===== src/rtl/ps2_cmd_pkg.sv =====
// Shared constants and types for the PS/2 command line parser.
// ASCII codes, FSM state encodings, token sub-states, limits.
package ps2_cmd_pkg;

  localparam int LINE_CHARS = 32;
  localparam int LINE_BITS  = LINE_CHARS * 8;
  localparam logic [4:0] LAST_IDX = 5'(LINE_CHARS - 1);

  localparam logic [3:0]  MAX_DIGITS = 4'd9;
  localparam logic [31:0] ANGLE_MAX  = 32'd359;

  localparam logic [7:0] CH_NUL   = 8'h00;
  localparam logic [7:0] CH_SPACE = 8'h20;
  localparam logic [7:0] CH_COMMA = 8'h2c;
  localparam logic [7:0] CH_0     = 8'h30;
  localparam logic [7:0] CH_9     = 8'h39;
  // Letters are lower case; compare against (char | 8'h20).
  localparam logic [7:0] CH_V     = 8'h76;
  localparam logic [7:0] CH_A     = 8'h61;
  localparam logic [7:0] CH_F     = 8'h66;
  localparam logic [7:0] CH_Q     = 8'h71;
  localparam logic [7:0] CH_R     = 8'h72;

  localparam logic [1:0] ST_IDLE   = 2'd0;
  localparam logic [1:0] ST_SCAN   = 2'd1;
  localparam logic [1:0] ST_COMMIT = 2'd2;

  typedef enum logic [1:0] {
    TOK_NONE,
    TOK_VEL,
    TOK_ANG
  } tok_e;

endpackage


===== src/rtl/ps2_decimal_accumulator.sv =====
// Decimal accumulator: acc = acc*10 + d with a digit counter.
// Ports: clock, resetn, clear, enable, digit -> value_next, count_next, too_many_digits.
module ps2_decimal_accumulator
  import ps2_cmd_pkg::*;
(
  input  logic        clock,
  input  logic        resetn,
  input  logic        clear,
  input  logic        enable,
  input  logic [3:0]  digit,
  output logic [31:0] value_next,
  output logic [3:0]  count_next,
  output logic        too_many_digits
);

  logic [31:0] acc;
  logic [3:0]  cnt;

  // Next values are exported so a token ending on the last
  // character can be finalized with that character included.
  always_comb begin
    value_next = acc;
    count_next = cnt;
    if (clear) begin
      value_next = '0;
      count_next = '0;
    end else if (enable) begin
      value_next = (acc << 3) + (acc << 1) + {28'd0, digit};
      count_next = cnt + 4'd1;
    end
  end

  assign too_many_digits = enable && !clear && (cnt >= MAX_DIGITS);

  always_ff @(posedge clock or negedge resetn) begin
    if (!resetn) begin
      acc <= '0;
      cnt <= '0;
    end else begin
      acc <= value_next;
      cnt <= count_next;
    end
  end

endmodule


===== src/rtl/ps2_command_parser.sv =====
// Validates a 32-char ASCII command line and commits velocity/angle/strobes.
// Ports: clock, resetn, line_in, line_valid -> velocity, angle, fire, queue, game_reset, done, parse_error, busy.
module ps2_command_parser
  import ps2_cmd_pkg::*;
(
  input  logic                 clock,
  input  logic                 resetn,
  input  logic [LINE_BITS-1:0] line_in,
  input  logic                 line_valid,
  output logic [31:0]          velocity,
  output logic [31:0]          angle,
  output logic                 fire,
  output logic                 queue,
  output logic                 game_reset,
  output logic                 done,
  output logic                 parse_error,
  output logic                 busy
);

  logic [1:0]           state;
  logic [LINE_BITS-1:0] shadow;
  logic [4:0]           idx;
  tok_e                 tok;
  logic                 err;
  logic [31:0]          stg_vel;
  logic [31:0]          stg_ang;
  logic                 has_vel;
  logic                 has_ang;
  logic                 pend_f;
  logic                 pend_q;
  logic                 pend_r;

  logic [7:0]  c;
  logic [7:0]  lc;
  logic        is_nul, is_sep, is_dig;
  logic        is_v, is_a, is_f, is_q, is_r;
  logic        last, fin, bad;
  logic        acc_clr, acc_en, too_many;
  logic [31:0] val_eff;
  logic [3:0]  cnt_eff;
  tok_e        tok_eff;

  // The shadow shifts left each cycle, so the current char is always on top.
  assign c    = shadow[LINE_BITS-1 -: 8];
  assign lc   = c | 8'h20;
  assign busy = (state != ST_IDLE);
  assign last = (idx == LAST_IDX);

  always_comb begin
    is_nul  = (c == CH_NUL);
    is_sep  = (c == CH_SPACE) || (c == CH_COMMA);
    is_dig  = (c >= CH_0) && (c <= CH_9);
    is_v    = !is_nul && (lc == CH_V);
    is_a    = !is_nul && (lc == CH_A);
    is_f    = !is_nul && (lc == CH_F);
    is_q    = !is_nul && (lc == CH_Q);
    is_r    = !is_nul && (lc == CH_R);
    fin     = is_nul || is_sep || last;
    acc_en  = (state == ST_SCAN) && (tok != TOK_NONE) && is_dig;
    acc_clr = (state == ST_SCAN) && (tok == TOK_NONE) && (is_v || is_a);
    tok_eff = tok;
    if (tok == TOK_NONE && is_v) tok_eff = TOK_VEL;
    if (tok == TOK_NONE && is_a) tok_eff = TOK_ANG;
  end

  ps2_decimal_accumulator u_acc (
    .clock           (clock),
    .resetn          (resetn),
    .clear           (acc_clr),
    .enable          (acc_en),
    .digit           (c[3:0]),
    .value_next      (val_eff),
    .count_next      (cnt_eff),
    .too_many_digits (too_many)
  );

  always_comb begin
    bad = 1'b0;
    unique case (1'b1)
      is_nul, is_sep: bad = 1'b0;
      is_v, is_a, is_f, is_q, is_r: bad = (tok != TOK_NONE);
      is_dig: bad = (tok == TOK_NONE) || too_many;
      default: bad = 1'b1;
    endcase
    if (fin && !bad) begin
      if (tok_eff != TOK_NONE && cnt_eff == 4'd0) bad = 1'b1;
      if (tok_eff == TOK_ANG && val_eff > ANGLE_MAX) bad = 1'b1;
    end
  end

  always_ff @(posedge clock or negedge resetn) begin
    if (!resetn) begin
      state       <= ST_IDLE;
      shadow      <= '0;
      idx         <= '0;
      tok         <= TOK_NONE;
      err         <= 1'b0;
      stg_vel     <= '0;
      stg_ang     <= '0;
      has_vel     <= 1'b0;
      has_ang     <= 1'b0;
      pend_f      <= 1'b0;
      pend_q      <= 1'b0;
      pend_r      <= 1'b0;
      velocity    <= '0;
      angle       <= '0;
      fire        <= 1'b0;
      queue       <= 1'b0;
      game_reset  <= 1'b0;
      done        <= 1'b0;
      parse_error <= 1'b0;
    end else begin
      fire        <= 1'b0;
      queue       <= 1'b0;
      game_reset  <= 1'b0;
      done        <= 1'b0;
      parse_error <= 1'b0;
      unique case (state)
        ST_IDLE: begin
          if (line_valid) begin
            shadow  <= line_in;
            idx     <= '0;
            tok     <= TOK_NONE;
            err     <= 1'b0;
            has_vel <= 1'b0;
            has_ang <= 1'b0;
            pend_f  <= 1'b0;
            pend_q  <= 1'b0;
            pend_r  <= 1'b0;
            state   <= ST_SCAN;
          end
        end
        ST_SCAN: begin
          shadow <= shadow << 8;
          idx    <= idx + 5'd1;
          if (bad) begin
            err   <= 1'b1;
            state <= ST_COMMIT;
          end else begin
            tok <= fin ? TOK_NONE : tok_eff;
            if (is_f) pend_f <= 1'b1;
            if (is_q) pend_q <= 1'b1;
            if (is_r) pend_r <= 1'b1;
            if (fin && tok_eff == TOK_VEL) begin
              stg_vel <= val_eff;
              has_vel <= 1'b1;
            end
            if (fin && tok_eff == TOK_ANG) begin
              stg_ang <= val_eff;
              has_ang <= 1'b1;
            end
            if (is_nul || last) state <= ST_COMMIT;
          end
        end
        ST_COMMIT: begin
          if (err) begin
            parse_error <= 1'b1;
          end else begin
            if (has_vel) velocity <= stg_vel;
            if (has_ang) angle <= stg_ang;
            fire       <= pend_f;
            queue      <= pend_q;
            game_reset <= pend_r;
            done       <= 1'b1;
          end
          state <= ST_IDLE;
        end
        default: state <= ST_IDLE;
      endcase
    end
  end

endmodule


===== config.mk =====
export PLATFORM = sky130hd
export DESIGN_NAME = ps2_command_parser
export DESIGN_NICKNAME = d
export VERILOG_FILES = /design/src/rtl/ps2_cmd_pkg.sv /design/src/rtl/ps2_decimal_accumulator.sv /design/src/rtl/ps2_command_parser.sv
export SDC_FILE = /design/constraint.sdc
export NUM_CORES = 1
export LEC_CHECK = 0
export ABC_AREA = 1
export CAP_MARGIN = 0
export CORE_ASPECT_RATIO = 0.9
export CORE_MARGIN = 2
export CORE_UTILIZATION = 49
export CTS_CLUSTER_DIAMETER = 200
export DETAILED_ROUTE_END_ITERATION = 12
export PLACE_DENSITY = 0.85
export SKIP_CTS_REPAIR_TIMING = 1
export SLEW_MARGIN = 15
export SYNTH_ARGS = -nofsm -noshare
export SYNTH_HDL_FRONTEND = slang
export SYNTH_SLANG_ARGS = --single-unit

===== constraint.sdc =====
create_clock -name clock -period 3 [get_ports clock]
set_input_delay 0.3 -clock clock [delete_from_list [all_inputs] [get_ports clock]]
set_output_delay 0.3 -clock clock [all_outputs]
set_load 0.01 [all_outputs]

==> results of run 1 <==
[power breakdown]
part | internal, uW | switching [uW] | total [uW]
sequential | 7870 | 1090 | 8960
clock | 3220 | 2410 | 5640
combinational | 2690 | 4670 | 7360
[worst max-delay path, stage by stage, from the launching register on]
cell and delay, ps:
dfrtp_1 440, ha_1 360, ha_4 240, buf_4 140, nand2_2 90, inv_1 50
nand2_1 60, nand2_1 90, nand3b_1 290, nand2_1 150, nand2_1 60, nand2_1 70
nand3_2 90, nand2_2 80, nand4_1 130, nor2_1 150, nand3_2 150, nand2_4 160
nand3_4 180, clkbuf_16 230, nand2_1 70, inv_1 60
[cells by family (layout without fill, tap and decap cells)]
| group | count (synthesis) | after routing |
|---|---|---|
| AND/OR/NAND/NOR | 1114 | 1114 |
| XOR/XNOR | 13 | 13 |
| AO/OA/AOI/OAI | 570 | 570 |
| flip-flops | 440 | 440 |
| buffers and inverters | 391 | 802 |
| multiplexers | 64 | 64 |
| other | 0 | 4 |
| adder cells (fa/ha/maj) | 65 | 65 |
[how the worst max path moves through the flow]
stage	from	endpoint
2_1_floorplan	shadow[251]	tok[0]
3_3_place_gp	shadow[251]	tok[1]
3_5_place_dp	shadow[251]	tok[1]
4_1_cts	shadow[251]	stg_vel[21]
5_1_grt	u_acc.acc[2]	stg_ang[24]
6_report	u_acc.acc[9]	stg_ang[24]
[routing by layer]
layer | part of all wire [%] | wire length, um | track usage [%] | vias up
met2 | 49 | 32870 | 47.12 | 910
met4 | 4.2 | 2801 | 11.07 | 16
li1 | - | - | - | 9355
met1 | 39 | 26210 | 35.36 | 9696
met5 | 0.19 | 126 | 0 | -
met3 | 8.0 | 5392 | 6.296 | 219
[layout by cell type, fill, tap and decap left out, drive strengths merged, types with 3 or more instances in the layout]
master         Yosys  routed
diode              0       4
clkinv             1       6
mux2              64      64
a22o              10      10
nor3              14      14
ha                63      63
nor2             310     310
inv              242     245
a22oi              7       7
nand4             48      48
clkbuf           116      71
clkdlybuf4s50      0     327
buf               32     148
a211oi             3       3
a21oi            265     265
or2                8       8
dfrtp            440     440
xor2               7       7
o21ai            283     283
nand3             69      69
bufinv             0       3
nand2            657     657
xnor2              6       6
[registers in the layout (all words and copies together) (netlist names), 2 cells and up]
name and cells:
shadow 256, angle 32, stg_ang 32, stg_vel 32, u_acc.acc 32, velocity 32, idx 5, u_acc.cnt 4
state 2, tok 2
[final cells by class]
cell class,count,share of cell area (%)
Antenna cell,4,0.03493
Sequential cell,440,38.44
Tap cell,555,2.423
Multi-Input combinational cell,1826,34.33
Clock buffer,66,4.453
Timing Repair Buffer,481,16.50
Inverter,243,3.218
Clock inverter,12,0.5981
[stage by stage]
stage | hold slack, ps | std cells | utilization, %
after global placement | 359.6 | 3529 | 60.63
final | 331.8 | 3627 | 66.27
after detailed placement | 369.9 | 3529 | 60.63
after floorplan | 4.409 | 2657 | -
after CTS | -267.1 | 3607 | 63.98
after global routing | 333.9 | 3625 | 66.26
==> key figures, run 1 <==
Die
  • Die area: 0.04581 mm^2
  • # rows: 72
  • Core Area: 0.04324 mm^2
  • Chip height: 203.3 um
  • Initial Util: 49.99%
  • Die W: 225.4 um
  • # IOs: 329

Clocking
  • TritonCTS clock tree: built
  • Sink Count: 440
  • Cts bufs inserted: 45
  • Clock slew at reported path FFs: 60 ps
  • Max Root-Sink Buffers: 3
  • H-tree Lvls: 2
  • Later-pin clock latency in the skew report: 600 ps
  • CTS root buffer: clkbuf_16

Pwr
  • Total power: 21960 uW
  • Worst IR Drop VDD: 937.8 uV
  • Leakage: 0.01395 uW
  • Power Density: 766.3 mW/mm^2

Global routing
  • Largest net degree at the start of global routing: 254
  • Vias in the first global route: 20.02k
  • First-pass GRT wire length: 102500 um
  • Remaining Overflow, GRT: 0
  • Total GRT Usage: 28.06%
  • Initial antenna violation count: 14

Synthesis
  • Simple-gate share of the synthesized area: 20.77%
  • Asr flop ratio synth: 100.0%
  • Cells after Synth: 2657
  • Warnings from Yosys: 0
  • Synth Area per Inst: 8.135 um^2
  • Synth top area cells: dfrtp_1 (51%), nand2_1 (11%), o21ai_0 (6.3%), a21oi_1 (6.1%), nor2_1 (5.4%)
  • Sequential share of the synthesized area: 50.94%
  • Post-synthesis cell area: 0.02162 mm^2
  • Post-synth top flop: dfrtp_1
  • Most common cell in the netlist: nand2_1
  • Multiplexer share of the synthesized area: 3.334%
  • Yosys top cell by area: dfrtp_1
  • Mapped Nets: 2981
  • XOR/XNOR Fraction of Synth Area: 0.5267%
  • Post-synth EDFFs: 0
  • Post-synthesis register bit count: 440
  • Most frequent cells after synthesis: nand2_1 (656), dfrtp_1 (440), nor2_1 (309), o21ai_0 (270), a21oi_1 (265)
  • Post-Synth Adder-Cell Area: 3.832%
  • Post-synthesis compound-gate area fraction: 13.51%
  • Largest family of logic cells by synthesized area: simple AND/OR/NAND/NOR gates
  • Synth cell types: 37
  • Synth top area share: 50.94%

STA
  • Final setup viols: 74
  • Final Critical Period: 3521 ps
  • Worst-Margin Slew: 1471 ps
  • F_max: 284.0 MHz
  • Hold Fails Final Rpt: 0
  • Worst Clk Skew: 41.06 ps
  • Slew headroom: 1.948%
  • Fin worst setup slack: -520.8 ps
  • Setup TNS Final: -33130 ps
  • RSZ-0062 raised after global routing: true
  • Crit share post-route: 117.4%
  • Pins Over Slew Limit: 0

Finish
  • Area grow syn2layout: 32.58%
  • Multi-input logic area: 0.009838 mm^2
  • Fin nets: 3361
  • Final instance area: 0.02866 mm^2
  • Sequential Area: 0.01102 mm^2
  • Layout fillers: 3242
  • Share of cells above drive strength 1: 15.35%

Setup path
  • Worst Reg-to-Reg Cells: 21
  • Arrival @ worst endpoint: 3970 ps
  • Worst setup SP type: register
  • Critical Path Fanout Max: 8
  • Flop2flop setup slack: -520 ps
  • Crit path capture type: register
  • RR Startpoint: u_acc.acc[9]
  • WS Path Type: reg2reg
  • Reg2reg end: stg_ang[24]
  • CP Data Required Time: 3450 ps

Place
  • DP Worst Slack: -462.5 ps
  • I/O Buffers: 328
  • GPL Wtd Cong: 0.9088
  • Placed cell areas: 0.02622 mm^2
  • Post-DP HPWL: 44880 um

Hold path
  • Worst hold-check path type: in2async

Route
  • DRT antenna net count: 0
  • Routed vias/inst: 5.568
  • Post-route DRC: 0
  • Drt pass-1 iters: 6
  • WL final: 67400 um
  • Vias: 20.20k
  • WL/cell: 18.58 um
  • Iter 0 DRT Violations: 1947

Status
  • Failing checks: negative setup slack
  • Status: finished with violations

Flow run
  • Max cap viols: 0
No activity file was read; power rests on OpenSTA's default activity.
==> run 2: changes to the inputs <==
CAP_MARGIN = 10   (was 0)
CORE_UTILIZATION = 36   (was 49)
CTS_BUF_LIST = sky130_fd_sc_hd__clkbuf_8   (was default)
PLACE_DENSITY = 0.68   (was 0.85)
==> run 2 against run 1 <==
  * The run still ends with negative setup slack left
  * Sequential power about the same
  * Non-clock buffer count shrank 9
  * Power is 0.99% lower
  * Highest routed layer unchanged
  * Routed wire length decreased by 4.8%
  * Combinational power is 2% lower
  * Global-route usage fell by 7.9 points
==> key figures, run 2 (synthesis results as in run 1) <==
Status
  • Status: finished with violations (unchanged)
  • Failing checks: negative setup slack (unchanged)

STA
  • RSZ-0062 raised after global routing: true (unchanged)
  • Worst Clk Skew: 55.94 ps (was 41.06 ps)
  • Slew headroom: 30.46% (was 1.948%)
  • F_max: 297.1 MHz (was 284.0 MHz)
  • Hold Fails Final Rpt: 0 (unchanged)
  • Crit share post-route: 112.2% (was 117.4%)
  • Hold WS: 226.2 ps (was 331.8 ps)
  • Final setup viols: 74 (unchanged)
  • Final Critical Period: 3366 ps (was 3521 ps)
  • Fin worst setup slack: -366.2 ps (was -520.8 ps)
  • Pins Over Slew Limit: 0 (unchanged)
  • Worst-Margin Slew: 1043 ps (was 1471 ps)

Setup path
  • Worst Reg-to-Reg Cells: 20 (was 21)
  • Worst Setup SP: u_acc.acc[2] (was u_acc.acc[9])
  • Critical-path cell list: inv_2 > fa_2 > inv_2 > fa_2 > nand2_2 > a21oi_2 > nand3_2 > nand3_4 > buf_4 > xnor2_1 > nand2_1 > nand2_1 > nand4_1 > nor2_2 > nand3_2 > nand2_4 > nand3_4 > clkbuf_16 > nand2_1 > nand2_1 (was ha_1 > ha_4 > buf_4 > nand2_2 > inv_1 > nand2_1 > nand2_1 > nand3b_1 > nand2_1 > nand2_1 > nand2_1 > nand3_2 > nand2_2 > nand4_1 > nor2_1 > nand3_2 > nand2_4 > nand3_4 > clkbuf_16 > nand2_1 > inv_1)
  • WS Path Type: reg2reg (unchanged)
  • Flop2flop setup slack: -370 ps (was -520 ps)
  • Critical Path End: stg_vel[31] (was stg_ang[24])
  • Crit path capture type: register (unchanged)
  • Critical Path Fanout Max: 7 (was 8)
  • Cell mode on critical path: nand2_1 (unchanged)
  • Slowest cell on crit path: fa_2 (was dfrtp_1)
  • CP Buf/Inv Count: 4 (unchanged)
  • CP Data Required Time: 3530 ps (was 3450 ps)
  • Arrival @ worst endpoint: 3900 ps (was 3970 ps)
  • Worst path max stage delay: 560 ps (was 440 ps)
  • CP top delay family: simple AND/OR/NAND/NOR gates (unchanged)
  • RR Startpoint: u_acc.acc[2] (was u_acc.acc[9])
  • Crit. path cell count: 20 (was 21)
  • Reg2reg end: stg_vel[31] (was stg_ang[24])
  • Worst setup SP type: register (unchanged)

Finish
  • Final instance area: 0.02877 mm^2 (was 0.02866 mm^2)
  • Multi-input logic area: 0.009635 mm^2 (was 0.009838 mm^2)
  • Fin nets: 3381 (was 3361)
  • Layout fillers: 5752 (was 3242)
  • Most common cell after layout, fill and taps aside: nand2_1 (unchanged)
  • Sequential Area: 0.01102 mm^2 (about the same)
  • Largest register FFs: 256 (unchanged)
  • Area grow syn2layout: 33.07% (was 32.58%)
  • Share of cells above drive strength 1: 14.26% (was 15.35%)
  • Largest Register: shadow (unchanged)
  • Most frequent cells in the layout: nand2_1 (621), dfrtp_1 (432), clkdlybuf4s50_1 (327) (was nand2_1 (560), dfrtp_1 (435), clkdlybuf4s50_1 (327))

Place
  • GPL Wtd Cong: 0.9076 (was 0.9088)
  • Placed cell areas: 0.02653 mm^2 (was 0.02622 mm^2)
  • DP Worst Slack: -475.8 ps (was -462.5 ps)
  • Post-DP HPWL: 44170 um (was 44880 um)
  • I/O Buffers: 328 (unchanged)

Pwr
  • Sw Pwr: 8181 uW (was 8176 uW)
  • Part of the power in combinational logic: 33.3% (was 33.5%)
  • Clock share of power: 25.6% (was 25.7%)
  • Seq pwr share: 41.1% (was 40.8%)
  • Internal power: 13560 uW (was 13780 uW)
  • Leakage: 0.01400 uW (was 0.01395 uW)
  • Power Density: 755.9 mW/mm^2 (was 766.3 mW/mm^2)
  • Worst IR Drop VDD: 619.8 uV (was 937.8 uV)
  • Switching Share: 37.62% (was 37.23%)

Route
  • WL final: 64180 um (was 67400 um)
  • Routed vias/inst: 4.933 (was 5.568)
  • Post-route DRC: 0 (unchanged)
  • DRT antenna net count: 0 (unchanged)
  • WL/cell: 16.50 um (was 18.58 um)
  • Drt pass-1 iters: 5 (was 6)
  • Iter 0 DRT Violations: 1384 (was 1947)
  • Vias: 19.19k (was 20.20k)

Die
  • Die W: 262.3 um (was 225.4 um)
  • # IOs: 329 (unchanged)
  • Core Area: 0.05956 mm^2 (was 0.04324 mm^2)
  • Die area: 0.06202 mm^2 (was 0.04581 mm^2)
  • Chip height: 236.5 um (was 203.3 um)
  • Initial Util: 36.29% (was 49.99%)
  • # rows: 85 (was 72)

Clocking
  • Sink Count: 440 (unchanged)
  • Clock slew at reported path FFs: 60 ps (about the same)
  • Later-pin clock latency in the skew report: 690 ps (was 600 ps)
  • Max Root-Sink Buffers: 3 (unchanged)
  • TritonCTS clock tree: built (unchanged)
  • CTS root buffer: clkbuf_8 (was clkbuf_16)
  • Cts bufs inserted: 74 (was 45)
  • H-tree Lvls: 3 (was 2)

Global routing
  • Initial antenna violation count: 20 (was 14)
  • Vias in the first global route: 18.65k (was 20.02k)
  • Largest net degree at the start of global routing: 254 (unchanged)
  • First-pass GRT wire length: 100500 um (was 102500 um)
  • Total GRT Usage: 20.16% (was 28.06%)
  • Remaining Overflow, GRT: 0 (unchanged)

Hold path
  • Worst hold-check path type: in2async (unchanged)

Flow run
  • Max cap viols: 0 (unchanged)
==> run 2: changes by cell type in the layout (fill, tap and decap cells not counted), sizes merged <==
cell      before  now
diode          4    1
clkbuf        71   92
clkinvlp       1    2
inv          245  268
buf          148  141
==> run 2: per-stage QoR <==
step | setup TNS, ps | power (uW) | std cells | util, %
finish | -21730 | 21740 | 3890 | 48.30
global route | -36020 | 23430 | 3890 | 48.30
CTS | -29060 | 21860 | 3876 | 47.07
detailed placement | -29260 | 16210 | 3751 | 44.54
global placement | -25600 | 16050 | 3751 | 44.54
floorplan | 0 | 13720 | 2657 | -
==> run 2: power by group through the flow <==
stage | Clock [uW] | Sequential (uW) | Combinational (uW)
after detailed placement | 0 | 9000 | 7210
after floorplan | 0 | 8700 | 5020
after global routing | 5990 | 9150 | 8280
after CTS | 5700 | 8930 | 7230
final | 5570 | 8940 | 7240
after global placement | 0 | 8980 | 7070
==> run 2: area by class of cell <==
type | count | share of cell area [%]
inverter | 243 | 3.223
sequential | 440 | 38.31
clock inverter | 36 | 0.9830
antenna | 1 | 0.008699
clock buffer | 89 | 4.258
timing repair buffer | 472 | 16.31
multi-input combinational | 1826 | 33.50
tap | 783 | 3.406
==> run 2: worst min path at each step <==
stage                           from      endpoint  slack (ps)
after floorplan               resetn      angle[0]           4
after global placement        resetn  velocity[23]         360
after detailed placement      resetn  velocity[24]         360
after CTS                     resetn  velocity[20]        -410
after global routing      line_in[7]     shadow[7]         200
final                         resetn  velocity[20]         230
==> run 2: worst register-to-register path, stage by stage, from the launching register on <==
cell and delay [ps]:
dfrtp_1 360, inv_2 60, fa_2 570, inv_2 60, fa_2 360, nand2_2 100, a21oi_2 70, nand3_2 100
nand3_4 110, buf_4 160, xnor2_1 120, nand2_1 60, nand2_1 80, nand4_1 120, nor2_2 150, nand3_2 130
nand2_4 170, nand3_4 170, clkbuf_16 220, nand2_1 60, nand2_1 40
==> run 2: metal layers <==
| metal | GRT usage (%) | vias up | wire length (um) |
|---|---|---|---|
| li1 | - | 9429 | - |
| met1 | 27.13 | 9105 | 28070 |
| met2 | 31.52 | 499 | 29920 |
| met3 | 6.229 | 123 | 4590 |
| met4 | 5.355 | 34 | 1371 |
| met5 | 0 | - | 229 |
==> run 3: changes to the inputs <==
CORE_UTILIZATION = 41   (was 36)
PLACE_DENSITY = 0.75   (was 0.68)
==> run 3 against run 2 <==
  * The flow still finishes with violations (negative setup slack)
  * Routed wire length shrank 0.92%
  * Non-clock buffer count down 9
  * Final area shrank 0.81%
  * Register-to-register slack better by 30 ps
  * Die area shrank 12%
  * Worst hold slack worse by 44 ps
  * Critical endpoint is now stg_vel[4]
  * Maximum frequency rose by 0.92%
  * Cell count decreased by 2.2%
  * Highest routed layer unchanged
  * Sequential power about the same
  * Critical path depth grew 3
  * Global-route usage rose by 2.6 points
==> key figures, run 3 (synthesis results as in run 1) <==
Status
  • Status: finished with violations (unchanged)
  • Failing checks: negative setup slack (unchanged)

Finish
  • Largest register FFs: 256 (unchanged)
  • Fin nets: 3373 (was 3381)
  • Largest Register: shadow (unchanged)
  • Util after Layout: 54.98% (was 48.30%)
  • Sequential Area: 0.01102 mm^2 (about the same)
  • Area grow syn2layout: 31.99% (was 33.07%)
  • Layout fillers: 4646 (was 5752)
  • Multi-input logic area: 0.009604 mm^2 (was 0.009635 mm^2)
  • Share of cells above drive strength 1: 14.12% (was 14.26%)
  • Most common cell after layout, fill and taps aside: nand2_1 (unchanged)
  • Most frequent cells in the layout: nand2_1 (612), dfrtp_1 (431), clkdlybuf4s50_1 (327) (was nand2_1 (621), dfrtp_1 (432), clkdlybuf4s50_1 (327))

STA
  • F_max: 299.8 MHz (was 297.1 MHz)
  • Worst Clk Skew: 53.87 ps (was 55.94 ps)
  • Slew headroom: 22.80% (was 30.46%)
  • Crit share post-route: 111.2% (was 112.2%)
  • Final Critical Period: 3336 ps (was 3366 ps)
  • Hold WS: 182.2 ps (was 226.2 ps)
  • Final setup viols: 74 (unchanged)
  • Worst-Margin Slew: 1158 ps (was 1043 ps)
  • Pins Over Slew Limit: 0 (unchanged)
  • RSZ-0062 raised after global routing: true (unchanged)
  • Setup TNS Final: -20430 ps (was -21730 ps)
  • Fin worst setup slack: -335.7 ps (was -366.2 ps)
  • Hold Fails Final Rpt: 0 (unchanged)

Die
  • Chip height: 221.8 um (was 236.5 um)
  • # rows: 79 (was 85)
  • Initial Util: 41.65% (was 36.29%)
  • Die area: 0.05458 mm^2 (was 0.06202 mm^2)
  • Core Area: 0.05189 mm^2 (was 0.05956 mm^2)
  • Die W: 246.0 um (was 262.3 um)
  • # IOs: 329 (unchanged)

Setup path
  • Critical-path cell list: inv_2 > fa_1 > inv_2 > fa_2 > nand2_2 > a21oi_2 > nand3_2 > nand3_4 > nand2_2 > nand2_1 > nand2_1 > nand3_1 > nand2_1 > nand2_1 > inv_1 > nand2_1 > nor2_2 > nand3_2 > nand2_4 > nand3_4 > clkbuf_16 > nand2_1 > nand2_1 (was inv_2 > fa_2 > inv_2 > fa_2 > nand2_2 > a21oi_2 > nand3_2 > nand3_4 > buf_4 > xnor2_1 > nand2_1 > nand2_1 > nand4_1 > nor2_2 > nand3_2 > nand2_4 > nand3_4 > clkbuf_16 > nand2_1 > nand2_1)
  • Arrival @ worst endpoint: 3860 ps (was 3900 ps)
  • CP Data Required Time: 3530 ps (about the same)
  • CP top delay family: simple AND/OR/NAND/NOR gates (unchanged)
  • Crit path capture type: register (unchanged)
  • Worst setup SP type: register (unchanged)
  • CP Buf/Inv Count: 4 (unchanged)
  • Slowest cell on crit path: fa_1 (was fa_2)
  • Cell mode on critical path: nand2_1 (unchanged)
  • WS Path Type: reg2reg (unchanged)
  • Worst path max stage delay: 540 ps (was 560 ps)
  • Critical Path Fanout Max: 8 (was 7)

Route
  • Routed vias/inst: 5.127 (was 4.933)
  • WL/cell: 16.72 um (was 16.50 um)
  • DRT antenna net count: 0 (unchanged)
  • Iter 0 DRT Violations: 1754 (was 1384)
  • WL final: 63590 um (was 64180 um)
  • Vias: 19.50k (was 19.19k)
  • Post-route DRC: 0 (unchanged)
  • Drt pass-1 iters: 7 (was 5)

Clocking
  • Sink Count: 440 (unchanged)
  • Max Root-Sink Buffers: 3 (unchanged)
  • H-tree Lvls: 3 (unchanged)
  • Clock slew at reported path FFs: 80 ps (was 60 ps)
  • TritonCTS clock tree: built (unchanged)
  • Later-pin clock latency in the skew report: 680 ps (was 690 ps)
  • Cts bufs inserted: 75 (was 74)
  • CTS root buffer: clkbuf_8 (unchanged)

Global routing
  • Vias in the first global route: 18.61k (was 18.65k)
  • Total GRT Usage: 22.79% (was 20.16%)
  • Remaining Overflow, GRT: 0 (unchanged)
  • Largest net degree at the start of global routing: 254 (unchanged)
  • Initial antenna violation count: 13 (was 20)
  • First-pass GRT wire length: 99300 um (was 100500 um)

Pwr
  • Power Density: 759.5 mW/mm^2 (was 755.9 mW/mm^2)
  • Leakage: 0.01400 uW (about the same)
  • Total power: 21670 uW (was 21740 uW)
  • Worst IR Drop VDD: 650.3 uV (was 619.8 uV)

Flow run
  • Max cap viols: 0 (unchanged)

Place
  • GPL Wtd Cong: 0.9100 (was 0.9076)
  • Post-DP HPWL: 43270 um (was 44170 um)
  • I/O Buffers: 328 (unchanged)

Hold path
  • Worst hold-check path type: in2async (unchanged)
[run 3: final timing paths]
kind | startpoint | end | slack [ps] | cells after the start
min in group clock | line_in[7] | shadow[7] | 240 | 2
min reg2reg | stg_ang[10] | stg_ang[10] | 470 | 2
max in group asynchronous | resetn | shadow[64] | 1990 | 3
max reg2reg | u_acc.acc[2] | stg_vel[4] | -340 | 23
min | resetn | u_acc.acc[16] | 180 | 2
max | u_acc.acc[2] | stg_vel[4] | -340 | 23
[run 3: metal layers]
metal  vias up  part of all wire, %  track usage [%]
met1      9322                   44            31.74
li1       9433                    -                -
met5         -                 0.15                0
met2       619                   46            35.10
met4        14                  2.5            6.784
met3       111                  7.0            5.592
[run 3: power by group]
group | total, uW | switching [uW] | internal, uW
clock | 5460 | 2560 | 2900
combinational | 7260 | 4550 | 2720
sequential | 8950 | 1080 | 7870
total | 21700 | 8180 | 13500
[run 3: through the flow]
stage	instance area (um^2)	worst slack (ps)	cells
4_1_cts	27850	-482.5	3787
3_3_place_gp	26340	-395.9	3649
5_1_grt	28520	-540.1	3799
3_5_place_dp	26340	-440.6	3649
2_1_floorplan	21620	20.59	2657
6_report	28530	-335.7	3803
[run 3: worst reg2reg max path: cells and delay by family (launching register included)]
| family | cells | cell delay, ps |
|---|---|---|
| buffers and inverters | 4 | 390 |
| adders and majority gates | 2 | 900 |
| AOI/OAI and AO/OA | 1 | 70 |
| DFF | 1 | 370 |
| and+or+nand+nor | 16 | 1490 |
[run 3: area by class of cell]
type,instances,area share [%]
clock inverters,49,1.013
inverters,243,3.241
multi-input cells,1826,33.66
repair buffers,463,16.10
diodes,5,0.04385
clock buffers,89,4.293
flip-flops and latches,440,38.63
well taps,688,3.017
